===== config.mk =====
export PLATFORM = sky130hd
export DESIGN_NAME = bus_arbiter
export DESIGN_NICKNAME = d
export VERILOG_FILES = /design/src/rtl/bus_arbiter_pkg.sv /design/src/rtl/bus_arbiter_tmo_cnt.sv /design/src/rtl/bus_arbiter.sv
export SDC_FILE = /design/constraint.sdc
export NUM_CORES = 1
export LEC_CHECK = 0
export ABC_AREA = 1
export CAP_MARGIN = 20
export CORE_MARGIN = 2
export CORE_UTILIZATION = 53
export CTS_CLUSTER_DIAMETER = 120
export DETAILED_ROUTE_END_ITERATION = 6
export DONT_BUFFER_PORTS = 1
export PLACE_DENSITY = 0.66
export SETUP_SLACK_MARGIN = 0.5
export SYNTH_ARGS = -nofsm -noshare
export SYNTH_HDL_FRONTEND = slang
export SYNTH_SLANG_ARGS = --single-unit
export TNS_END_PERCENT = 100

===== constraint.sdc =====
create_clock -name clk -period 1.9 [get_ports clk]
set_input_delay 0.285 -clock clk [delete_from_list [all_inputs] [get_ports clk]]
set_output_delay 0.285 -clock clk [all_outputs]
set_load 0.05 [all_outputs]

===== src/rtl/bus_arbiter_pkg.sv =====
// Shared definitions for the instruction-fetch / load-store bus arbiter.
//   Contents: arbiter state encoding, default widths, timeout default and
//   the full-word byte-enable value used for instruction fetches.
package bus_arbiter_pkg;

  localparam int unsigned DEF_ADDR_W  = 32;
  localparam int unsigned DEF_DATA_W  = 32;
  localparam int unsigned SEL_W       = 4;
  localparam int unsigned TMO_W       = 8;
  localparam int unsigned DEF_TMO_CYC = 255;

  // Fetches always read a whole instruction word.
  localparam logic [SEL_W-1:0] SEL_FULL = 4'hF;

  typedef enum logic [1:0] {
    ST_IDLE     = 2'd0,
    ST_IF_BUSY  = 2'd1,
    ST_MEM_BUSY = 2'd2
  } arb_state_e;

endpackage


===== src/rtl/bus_arbiter_tmo_cnt.sv =====
// Transfer timeout counter for the bus arbiter.
//   clk      core clock
//   rst      asynchronous active-low reset
//   clr      zero the count (held while the arbiter is idle)
//   en       one busy cycle passed without ack/err
//   expire_c combinational: this enabled cycle brings the count to LIMIT
// The count saturates at all-ones so it can never wrap back into range.
module bus_arbiter_tmo_cnt #(
  parameter int unsigned CNT_W = 8,
  parameter int unsigned LIMIT = 255
) (
  input  logic clk,
  input  logic rst,
  input  logic clr,
  input  logic en,
  output logic expire_c
);

  logic [CNT_W-1:0] cnt_q;

  // Saturating cycle counter.
  always_ff @(posedge clk or negedge rst) begin
    if (!rst) begin
      cnt_q <= '0;
    end else if (clr) begin
      cnt_q <= '0;
    end else if (en && (cnt_q != {CNT_W{1'b1}})) begin
      cnt_q <= cnt_q + CNT_W'(1);
    end
  end

  // Expiry is flagged on the cycle whose increment would reach LIMIT.
  assign expire_c = en && (cnt_q == CNT_W'(LIMIT - 1));

endmodule


===== src/rtl/bus_arbiter.sv =====
// Shares the single memory bus between instruction fetch and the MEM stage.
//   clk, rst                  core clock; asynchronous active-low reset
//   if_req_i/if_addr_i        fetch request and address (from pc_reg)
//   if_flush_i                branch taken: kill the current/pending fetch
//   if_rdata_o/if_valid_o     fetched word and its 1-cycle completion pulse
//   if_err_o                  1-cycle fetch error/timeout pulse
//   stallreq_if_o             fetch pending (combinational)
//   mem_req_i/we/sel/addr/wdata  load/store request
//   mem_rdata_o/mem_valid_o   load data and 1-cycle completion pulse
//   mem_err_o                 1-cycle load/store error/timeout pulse
//   stallreq_mem_o            load/store pending (combinational)
//   bus_cyc_o/bus_stb_o       transfer active (identical)
//   bus_we_o/sel/addr/wdata   registered request to the slave
//   bus_rdata_i/ack_i/err_i   slave response
module bus_arbiter
  import bus_arbiter_pkg::*;
#(
  parameter int unsigned ADDR_W  = DEF_ADDR_W,
  parameter int unsigned DATA_W  = DEF_DATA_W,
  parameter int unsigned TMO_CYC = DEF_TMO_CYC
) (
  input  logic              clk,
  input  logic              rst,
  input  logic              if_req_i,
  input  logic [ADDR_W-1:0] if_addr_i,
  input  logic              if_flush_i,
  output logic [DATA_W-1:0] if_rdata_o,
  output logic              if_valid_o,
  output logic              if_err_o,
  output logic              stallreq_if_o,
  input  logic              mem_req_i,
  input  logic              mem_we_i,
  input  logic [3:0]        mem_sel_i,
  input  logic [ADDR_W-1:0] mem_addr_i,
  input  logic [DATA_W-1:0] mem_wdata_i,
  output logic [DATA_W-1:0] mem_rdata_o,
  output logic              mem_valid_o,
  output logic              mem_err_o,
  output logic              stallreq_mem_o,
  output logic              bus_cyc_o,
  output logic              bus_stb_o,
  output logic              bus_we_o,
  output logic [3:0]        bus_sel_o,
  output logic [ADDR_W-1:0] bus_addr_o,
  output logic [DATA_W-1:0] bus_wdata_o,
  input  logic [DATA_W-1:0] bus_rdata_i,
  input  logic              bus_ack_i,
  input  logic              bus_err_i
);

  arb_state_e        state_q, state_d;
  logic              cyc_q, cyc_d;
  logic              we_q, we_d;
  logic [3:0]        sel_q, sel_d;
  logic [ADDR_W-1:0] addr_q, addr_d;
  logic [DATA_W-1:0] wdata_q, wdata_d;
  logic [DATA_W-1:0] if_rdata_q, if_rdata_d;
  logic [DATA_W-1:0] mem_rdata_q, mem_rdata_d;
  logic              if_valid_q, if_valid_d;
  logic              if_err_q, if_err_d;
  logic              mem_valid_q, mem_valid_d;
  logic              mem_err_q, mem_err_d;
  logic              discard_q, discard_d;
  logic              tmo_clr, tmo_en, tmo_expire;
  logic              kill;

  bus_arbiter_tmo_cnt #(
    .CNT_W (TMO_W),
    .LIMIT (TMO_CYC)
  ) u_tmo (
    .clk      (clk),
    .rst      (rst),
    .clr      (tmo_clr),
    .en       (tmo_en),
    .expire_c (tmo_expire)
  );

  // State and all response/request registers.
  always_ff @(posedge clk or negedge rst) begin
    if (!rst) begin
      state_q     <= ST_IDLE;
      cyc_q       <= 1'b0;
      we_q        <= 1'b0;
      sel_q       <= '0;
      addr_q      <= '0;
      wdata_q     <= '0;
      if_rdata_q  <= '0;
      mem_rdata_q <= '0;
      if_valid_q  <= 1'b0;
      if_err_q    <= 1'b0;
      mem_valid_q <= 1'b0;
      mem_err_q   <= 1'b0;
      discard_q   <= 1'b0;
    end else begin
      state_q     <= state_d;
      cyc_q       <= cyc_d;
      we_q        <= we_d;
      sel_q       <= sel_d;
      addr_q      <= addr_d;
      wdata_q     <= wdata_d;
      if_rdata_q  <= if_rdata_d;
      mem_rdata_q <= mem_rdata_d;
      if_valid_q  <= if_valid_d;
      if_err_q    <= if_err_d;
      mem_valid_q <= mem_valid_d;
      mem_err_q   <= mem_err_d;
      discard_q   <= discard_d;
    end
  end

  // A flush seen in any fetch cycle, including the completing one, kills the result.
  assign kill = discard_q || if_flush_i;

  // Next-state, request latch and response pulses.
  always_comb begin
    state_d     = state_q;
    cyc_d       = cyc_q;
    we_d        = we_q;
    sel_d       = sel_q;
    addr_d      = addr_q;
    wdata_d     = wdata_q;
    if_rdata_d  = if_rdata_q;
    mem_rdata_d = mem_rdata_q;
    if_valid_d  = 1'b0;
    if_err_d    = 1'b0;
    mem_valid_d = 1'b0;
    mem_err_d   = 1'b0;
    discard_d   = discard_q;
    tmo_clr     = 1'b0;
    tmo_en      = 1'b0;

    case (state_q)
      ST_IDLE: begin
        tmo_clr   = 1'b1;
        discard_d = 1'b0;
        // The MEM side holds the older instruction, so it wins.
        if (mem_req_i) begin
          we_d    = mem_we_i;
          sel_d   = mem_sel_i;
          addr_d  = mem_addr_i;
          wdata_d = mem_wdata_i;
          cyc_d   = 1'b1;
          state_d = ST_MEM_BUSY;
        end else if (if_req_i && !if_flush_i) begin
          we_d    = 1'b0;
          sel_d   = SEL_FULL;
          addr_d  = if_addr_i;
          cyc_d   = 1'b1;
          state_d = ST_IF_BUSY;
        end
      end

      ST_IF_BUSY: begin
        tmo_en    = !bus_ack_i && !bus_err_i;
        discard_d = kill;
        if (bus_ack_i) begin
          cyc_d      = 1'b0;
          if_rdata_d = bus_rdata_i;
          if_valid_d = !kill;
          discard_d  = 1'b0;
          state_d    = ST_IDLE;
        end else if (bus_err_i || tmo_expire) begin
          cyc_d     = 1'b0;
          if_err_d  = !kill;
          discard_d = 1'b0;
          state_d   = ST_IDLE;
        end
      end

      ST_MEM_BUSY: begin
        tmo_en = !bus_ack_i && !bus_err_i;
        if (bus_ack_i) begin
          cyc_d       = 1'b0;
          mem_valid_d = 1'b1;
          if (!we_q) begin
            mem_rdata_d = bus_rdata_i;
          end
          state_d = ST_IDLE;
        end else if (bus_err_i || tmo_expire) begin
          cyc_d     = 1'b0;
          mem_err_d = 1'b1;
          state_d   = ST_IDLE;
        end
      end

      default: begin
        cyc_d   = 1'b0;
        state_d = ST_IDLE;
      end
    endcase
  end

  assign bus_cyc_o      = cyc_q;
  assign bus_stb_o      = cyc_q;
  assign bus_we_o       = we_q;
  assign bus_sel_o      = sel_q;
  assign bus_addr_o     = addr_q;
  assign bus_wdata_o    = wdata_q;
  assign if_rdata_o     = if_rdata_q;
  assign if_valid_o     = if_valid_q;
  assign if_err_o       = if_err_q;
  assign mem_rdata_o    = mem_rdata_q;
  assign mem_valid_o    = mem_valid_q;
  assign mem_err_o      = mem_err_q;

  // Stall requests drop in the same cycle the completion pulse appears.
  assign stallreq_if_o  = if_req_i && !if_valid_q && !if_err_q;
  assign stallreq_mem_o = mem_req_i && !mem_valid_q && !mem_err_q;

endmodule


==> flow_summary.yaml, run 1 <==
logic_synthesis:
  synth_compound_area_share_pct: 12.9
  ys_types: 26
  synthesis.yosys.warnings: 0
  synthesis.nets: 836
  synth_most_common_cell: "nand2_1"
  fraction_of_synthesized_area_in_multiplexers_pct: 0
  sequential_share_of_the_synthesized_area_pct: 58.7
  yosys-top-cells-area: "dfrtp_1, nand2_1, o21ai_0, o21ai_2, inv_1"
  synth_largest_area_cell: "dfrtp_1"
  synthDominantCellAreaShare_pct: 58.7
  syn_area_per_cell_um2: 9.19
  synth_simple_gate_area_share_pct: 20.6
  synth_top_family_by_area: "simple AND/OR/NAND/NOR gates"
  postSynth.asyncResetShare_pct: 100
  post_synthesis_adder_cell_area_fraction_pct: 0.986
  netlist_top_cells_count: "nand2_1, dfrtp_1, o21ai_0, inv_1, o21ai_2"
  synth-xor-area-share_pct: 0.414
  synth.ff_latch_count: 149
  synth.cell_area_um2: 6350
  synthesis.instances: 691
  ys.flop_type: "dfrtp_1"
  synth_edf_count: 0
timing:
  setup_repair_after_global_routing_missed_its_margin: "yes"
  skew_ns: 0.00536
  worst_slew_pin_slew_ns: 0.569
  final-hold-violation-count: 149
  worst_slew_margin_relative_to_its_limit_pct: 62.0
  setup_viol_count_final: 0
  min_period_ns: 1.62
  final.setup.tns_ns: 0
  worst_hold_slack_ns: -0.443
  post-route-period-util_pct: 85.0
  slew_violations: 0
  fmax_ghz: 0.619
drt:
  num_vias: 5294
  route.detailed.wl_per_inst_um: 21.9
  drc: 0
  initialDrtViolationCount: 489
  drt-pass1-iter-count: 5
  viasPerCell: 5.73
  drt-total-wl_mm: 20.2
  antenna_violating_nets_post_route: 0
placed_design:
  detailedPlacementHpwl_mm: 10.6
  post_dp_cell_area_um2: 6530
  port_buffers: 0
  place_congestion: 0.840
power:
  p_switching_mw: 10.4
  cell_internal_pwr_mw: 9.34
  power.share.sequential_pct: 53.9
  worst_ir_drop_vdd_uv: 1460
  power.share.clock_pct: 17.4
  power.share.combinational_pct: 28.7
  p_leak_nw: 4.40
  power.share.switching_pct: 52.6
  power.density_nw_per_um2: 2170
worst_setup_path:
  critPathCaptureType: "output port"
  worstRegToRegCells: 8
  regToRegStartpoint: "state_q[0]"
  r2r-end: "bus_addr_o[17]"
  crit_required_ns: 1.62
  timing.critical_path.max_delay_family: "simple AND/OR/NAND/NOR gates"
  cp_num_buf_inv: 0
  critical_path.max_stage_delay_ns: 0.50
  critPathLaunchType: "flop"
  regToRegSetupSlack_ns: 0.35
  critical_path_peak_fanout: 2
  worst-setup-path-type: "reg -> out"
  worst-endpoint-arrival_ns: 1.33
  path_cells: "nor3_4"
  crit_slowest_cell: "nor3_4"
worst_hold_path:
  worst_hold_path_type: "in -> async"
final_layout:
  area_grow_syn2layout_pct: 42.9
  drive_above_1_share_pct: 38.0
  layout.cell_area.non_filler_um2: 9070
  finalNetCount: 916
  final_util_pct: 78.4
  num_antenna_cells: 0
status:
  violations_in_the_final_reports: "negative hold slack"
  run_status: "finished with violations"
floorplan:
  floorplan.io_pins: 281
  design.die.area_um2: 12900
  std_cell_rows: 39
  initial_utilization_pct: 54.9
  die_w_um: 113
  chipHeight_um: 113
  design.core.area_um2: 11600
global_route:
  grt_pass1_vias: 4965
  initial_antenna_violation_count: 0
  grt-ovfl-total: 0
  track_usage_pct: 26.3
  grt_start_max_net_pins: 150
  grt_first_pass_wirelength_mm: 25.9
clock_network:
  cts_tree: "built"
  cts-root-buf: "clkbuf_16"
  htreeDepth: 4
  clock_latency_ns: 0.42
  clkSlewWorstSetupHoldPaths_ns: 0.06
  cts_inserted_buffers: 17
  quantity_of_hold_fixing_buffers_added_after_cts: 34
  cts_num_sinks: 149
  clockBufferDepth: 2
run:
  max_cap_violations: 0
## worst reg2reg max path, delay by kind of cell, from the launching register on
kind / cells / cell delay [ns]
buffers and inverters: 4 / 0.51
adder cells (fa/ha/maj): 1 / 0.22
flip-flops: 1 / 0.39
AO/OA/AOI/OAI: 1 / 0.06
AND/OR/NAND/NOR: 2 / 0.23
## worst max-delay path by stage
stage / from / end / cells past startpoint
after floorplan: state_q[1] / u_tmo.cnt_q[5] / 11
after global placement: state_q[0] / u_tmo.cnt_q[2] / 8
after detailed placement: state_q[0] / bus_addr_o[31] / 8
after CTS: mem_err_o / stallreq_mem_o / 1
after global routing: mem_err_o / stallreq_mem_o / 1
final: mem_err_o / stallreq_mem_o / 1
## state kept, by name, summed over array words and instances (netlist names), 2 cells and up
register	flops
bus_addr_o	32
bus_sel_o	4
bus_wdata_o	32
if_rdata_o	32
mem_rdata_o	32
state_q	2
u_tmo.cnt_q	8
## cells by family after synthesis
group / Yosys count
adders and majority gates: 5
buffers and inverters: 88
AOI/OAI and AO/OA: 137
xor gates and xnor gates: 3
DFF: 149
and+or+nand+nor: 309
## layout by cell type (no fill, tap or decap), drive strengths merged, types with 5 or more instances in the layout
cell | Yosys | layout
clkbuf | 17 | 36
buf | 16 | 44
inv | 55 | 54
nand3 | 11 | 11
nand2 | 244 | 244
o21ai | 130 | 130
dlygate4sd3 | 0 | 34
nor2 | 15 | 15
ha | 5 | 5
dfrtp | 149 | 149
or2 | 32 | 32
nand4 | 5 | 5
## through the flow
stage / setup WS (ns) / total power [mW] / instances
floorplan: 0.487 / 12.3 / 691
global placement: 0.337 / 13.1 / 814
detailed placement: 0.257 / 13.3 / 814
CTS: 0.269 / 17.2 / 896
global route: 0.240 / 20.4 / 924
finish: 0.284 / 19.7 / 924
## repair_timing
action / 4_1_cts / 5_1_grt
cloned: 4 / 19
hold endpoints to repair: 183 / 149
endpoints found under the setup margin: 84 / 148
pin swaps: 15 / 15
buffers inserted: 15 / 9
resized for setup: 37 / 241
## power by group through the flow
stage / clock, mW / combinational [mW] / sequential (mW)
after floorplan: 0 / 2.30 / 10.0
after global placement: 0 / 2.75 / 10.3
after detailed placement: 0 / 2.93 / 10.3
after CTS: 3.44 / 3.50 / 10.3
after global routing: 3.59 / 6.05 / 10.8
final: 3.43 / 5.65 / 10.6
## cell type report
type                            count  area, µm²
Clock buffer                       21        470
Clock inverter                      8        126
Fill cell                         698       2490
Inverter                           55        251
Multi-Input combinational cell    454       2970
Sequential cell                   149       3740
Tap cell                          143        179
Timing Repair Buffer               93       1320
Timing Repair inverter              1       8.76
## per-layer routing
metal	vias up	GRT usage [%]	part of all wire, %	wire (µm)
met4	0	9.35	2.3	456
met3	43	9.19	8.1	1650
met5	-	0	0	0
met2	270	45.4	54	11000
li1	2351	-	-	-
met1	2630	30.5	35	7170
(Power assumes the default switching activity.)
==> run 2: changes to the inputs <==
Settings changed: CORE_MARGIN 2 to not set.
Clock period 1.9 ns to 1.5 ns, I/O delays scaled along.
==> run 2 against run 1 <==
  * Largest power group unchanged
  * Sequential cell count is the same
  * Critical path type is now reg -> reg
  * Via count increased by 20%
  * Hold slack got worse by 0.070 ns
  * Sequential power up 36%
  * Clock skew increased by 0.0090 ns
  * The flow finishes with violations (design-rule violations, negative hold slack, negative setup slack)
  * Sequential share of layout area decreased by 5.2 points
  * Register-to-register slack worse by 0.50 ns
  * Die area shrank 3.5%
  * Utilization grew 15 points
  * First-iteration DRC count up 52%
  * Routed wire length rose by 41%
==> flow_summary.yaml, run 2 (synthesis results as in run 1) <==
status:
  run_status: "finished with violations"
  violations_in_the_final_reports: "design-rule violations, negative hold slack, negative setup slack"
timing:
  setup_repair_after_global_routing_missed_its_margin: "yes"
  setup_viol_count_final: 85
  worst_slew_margin_relative_to_its_limit_pct: 63.6
  worst_slew_pin_slew_ns: 0.545
  final.setup.tns_ns: -4.17
  skew_ns: 0.0143
  final_critical_path_setup_slack_ns: -0.151
  final-hold-violation-count: 149
  min_period_ns: 1.65
  slew_violations: 0
  post-route-period-util_pct: 110
  worst_hold_slack_ns: -0.512
  fmax_ghz: 0.606
worst_setup_path:
  worst-setup-path-type: "reg -> reg"
  regToRegSetupSlack_ns: -0.15
  crit_required_ns: 1.86
  critPathLaunchType: "flop"
  critPathCaptureType: "flop"
  critical_path_peak_fanout: 5
  worst-endpoint-arrival_ns: 2.01
clock_network:
  htreeDepth: 4
  clock_latency_ns: 0.43
  cts_inserted_buffers: 17
  cts-root-buf: "clkbuf_16"
  quantity_of_hold_fixing_buffers_added_after_cts: 70
  clockBufferDepth: 2
  clkSlewWorstSetupHoldPaths_ns: 0.08
  cts_tree: "built"
  cts_num_sinks: 149
power:
  worst_ir_drop_vdd_uv: 1710
  power.density_nw_per_um2: 2670
  total_power_mw: 28.9
  p_leak_nw: 4.88
floorplan:
  die_w_um: 111
  chipHeight_um: 111
  design.core.area_um2: 11600
  floorplan.io_pins: 281
  initial_utilization_pct: 54.9
  std_cell_rows: 39
  design.die.area_um2: 12400
final_layout:
  final_util_pct: 93.4
  area_grow_syn2layout_pct: 70.3
  finalNetCount: 988
  regArea_um2: 3910
  layout.cells.most_common_list: "dfrtp_2, nand2_2, o21ai_2"
  final_common_cell: "dfrtp_2"
  multi_input_gate_area_in_the_final_layout_um2: 3490
  fillerInstances: 322
  drive_above_1_share_pct: 68.5
placed_design:
  place_congestion: 0.798
  port_buffers: 0
  detailedPlacementHpwl_mm: 10.7
  place_ws_ns: 0.00693
drt:
  antenna_violating_nets_post_route: 0
  drt-pass1-iter-count: 7
  num_vias: 6372
  viasPerCell: 6.37
  initialDrtViolationCount: 745
  drt-total-wl_mm: 28.5
  route.detailed.wl_per_inst_um: 28.5
  drc: 21
worst_hold_path:
  worst_hold_path_type: "in -> async"
global_route:
  track_usage_pct: 39.4
  grt-ovfl-total: 0
  grt_first_pass_wirelength_mm: 36.5
  initial_antenna_violation_count: 1
  grt_start_max_net_pins: 150
  grt_pass1_vias: 6477
run:
  max_cap_violations: 0
-- run 2: metal layers --
layer	share of wire (%)	track usage, %	vias to the layer above
met5	0	0	-
met2	51	70.0	545
met1	31	41.7	3108
li1	-	-	2511
met4	8.7	25.0	0
met3	9.8	10.3	208
-- run 2: per-stage QoR --
step	cell area (µm²)	hold WS, ns	std cells
after global placement	6730	-0.0674	823
after detailed placement	6730	-0.0677	823
after floorplan	6590	-0.0706	691
after global routing	10800	-0.528	1000
final	10800	-0.512	1000
after CTS	10200	-0.506	990
-- run 2: power by group --
part / internal (mW) / switching (mW)
clock network: 2.39 / 1.98
registers: 6.04 / 8.40
logic: 4.99 / 5.09
total: 13.4 / 15.5
-- run 2: worst paths after layout --
path,from,to,depth (start not counted)
min reg2reg,u_tmo.cnt_q[7],u_tmo.cnt_q[7],2
max,state_q[0],u_tmo.cnt_q[7],8
max in group asynchronous,rst,mem_rdata_o[10],0
min,rst,bus_wdata_o[7],0
max reg2reg,state_q[0],u_tmo.cnt_q[7],8
min in group clk,if_addr_i[14],bus_addr_o[14],2
-- run 2: cell type report --
type,count,area share [%]
repair buffers,165,22.2
flip-flops and latches,149,36.1
clock buffers,19,4.10
inverters,55,2.30
multi-input cells,454,32.3
diodes,1,0.0232
well taps,143,1.66
clock inverters,13,1.24
repair inverters,1,0.104
-- run 2: critical path: stages (launching register included) --
cell and delay, ns:
dfrtp_1 0.40, inv_2 0.10, ha_4 0.29, inv_4 0.04
nor2_4 0.14, nand2_4 0.10, a21oi_4 0.27, nand4_1 0.15
nand2_1 0.09
-- run 2: what timing repair did --
| item | 4_1_cts | 5_1_grt |
|---|---|---|
| gates cloned | 29 | 1 |
| endpoints found under the hold margin | 247 | 149 |
| buffers inserted | 36 | 8 |
| setup endpoints to repair | 289 | 290 |
| resized for setup | 467 | 134 |
| pin swaps | 57 | 35 |
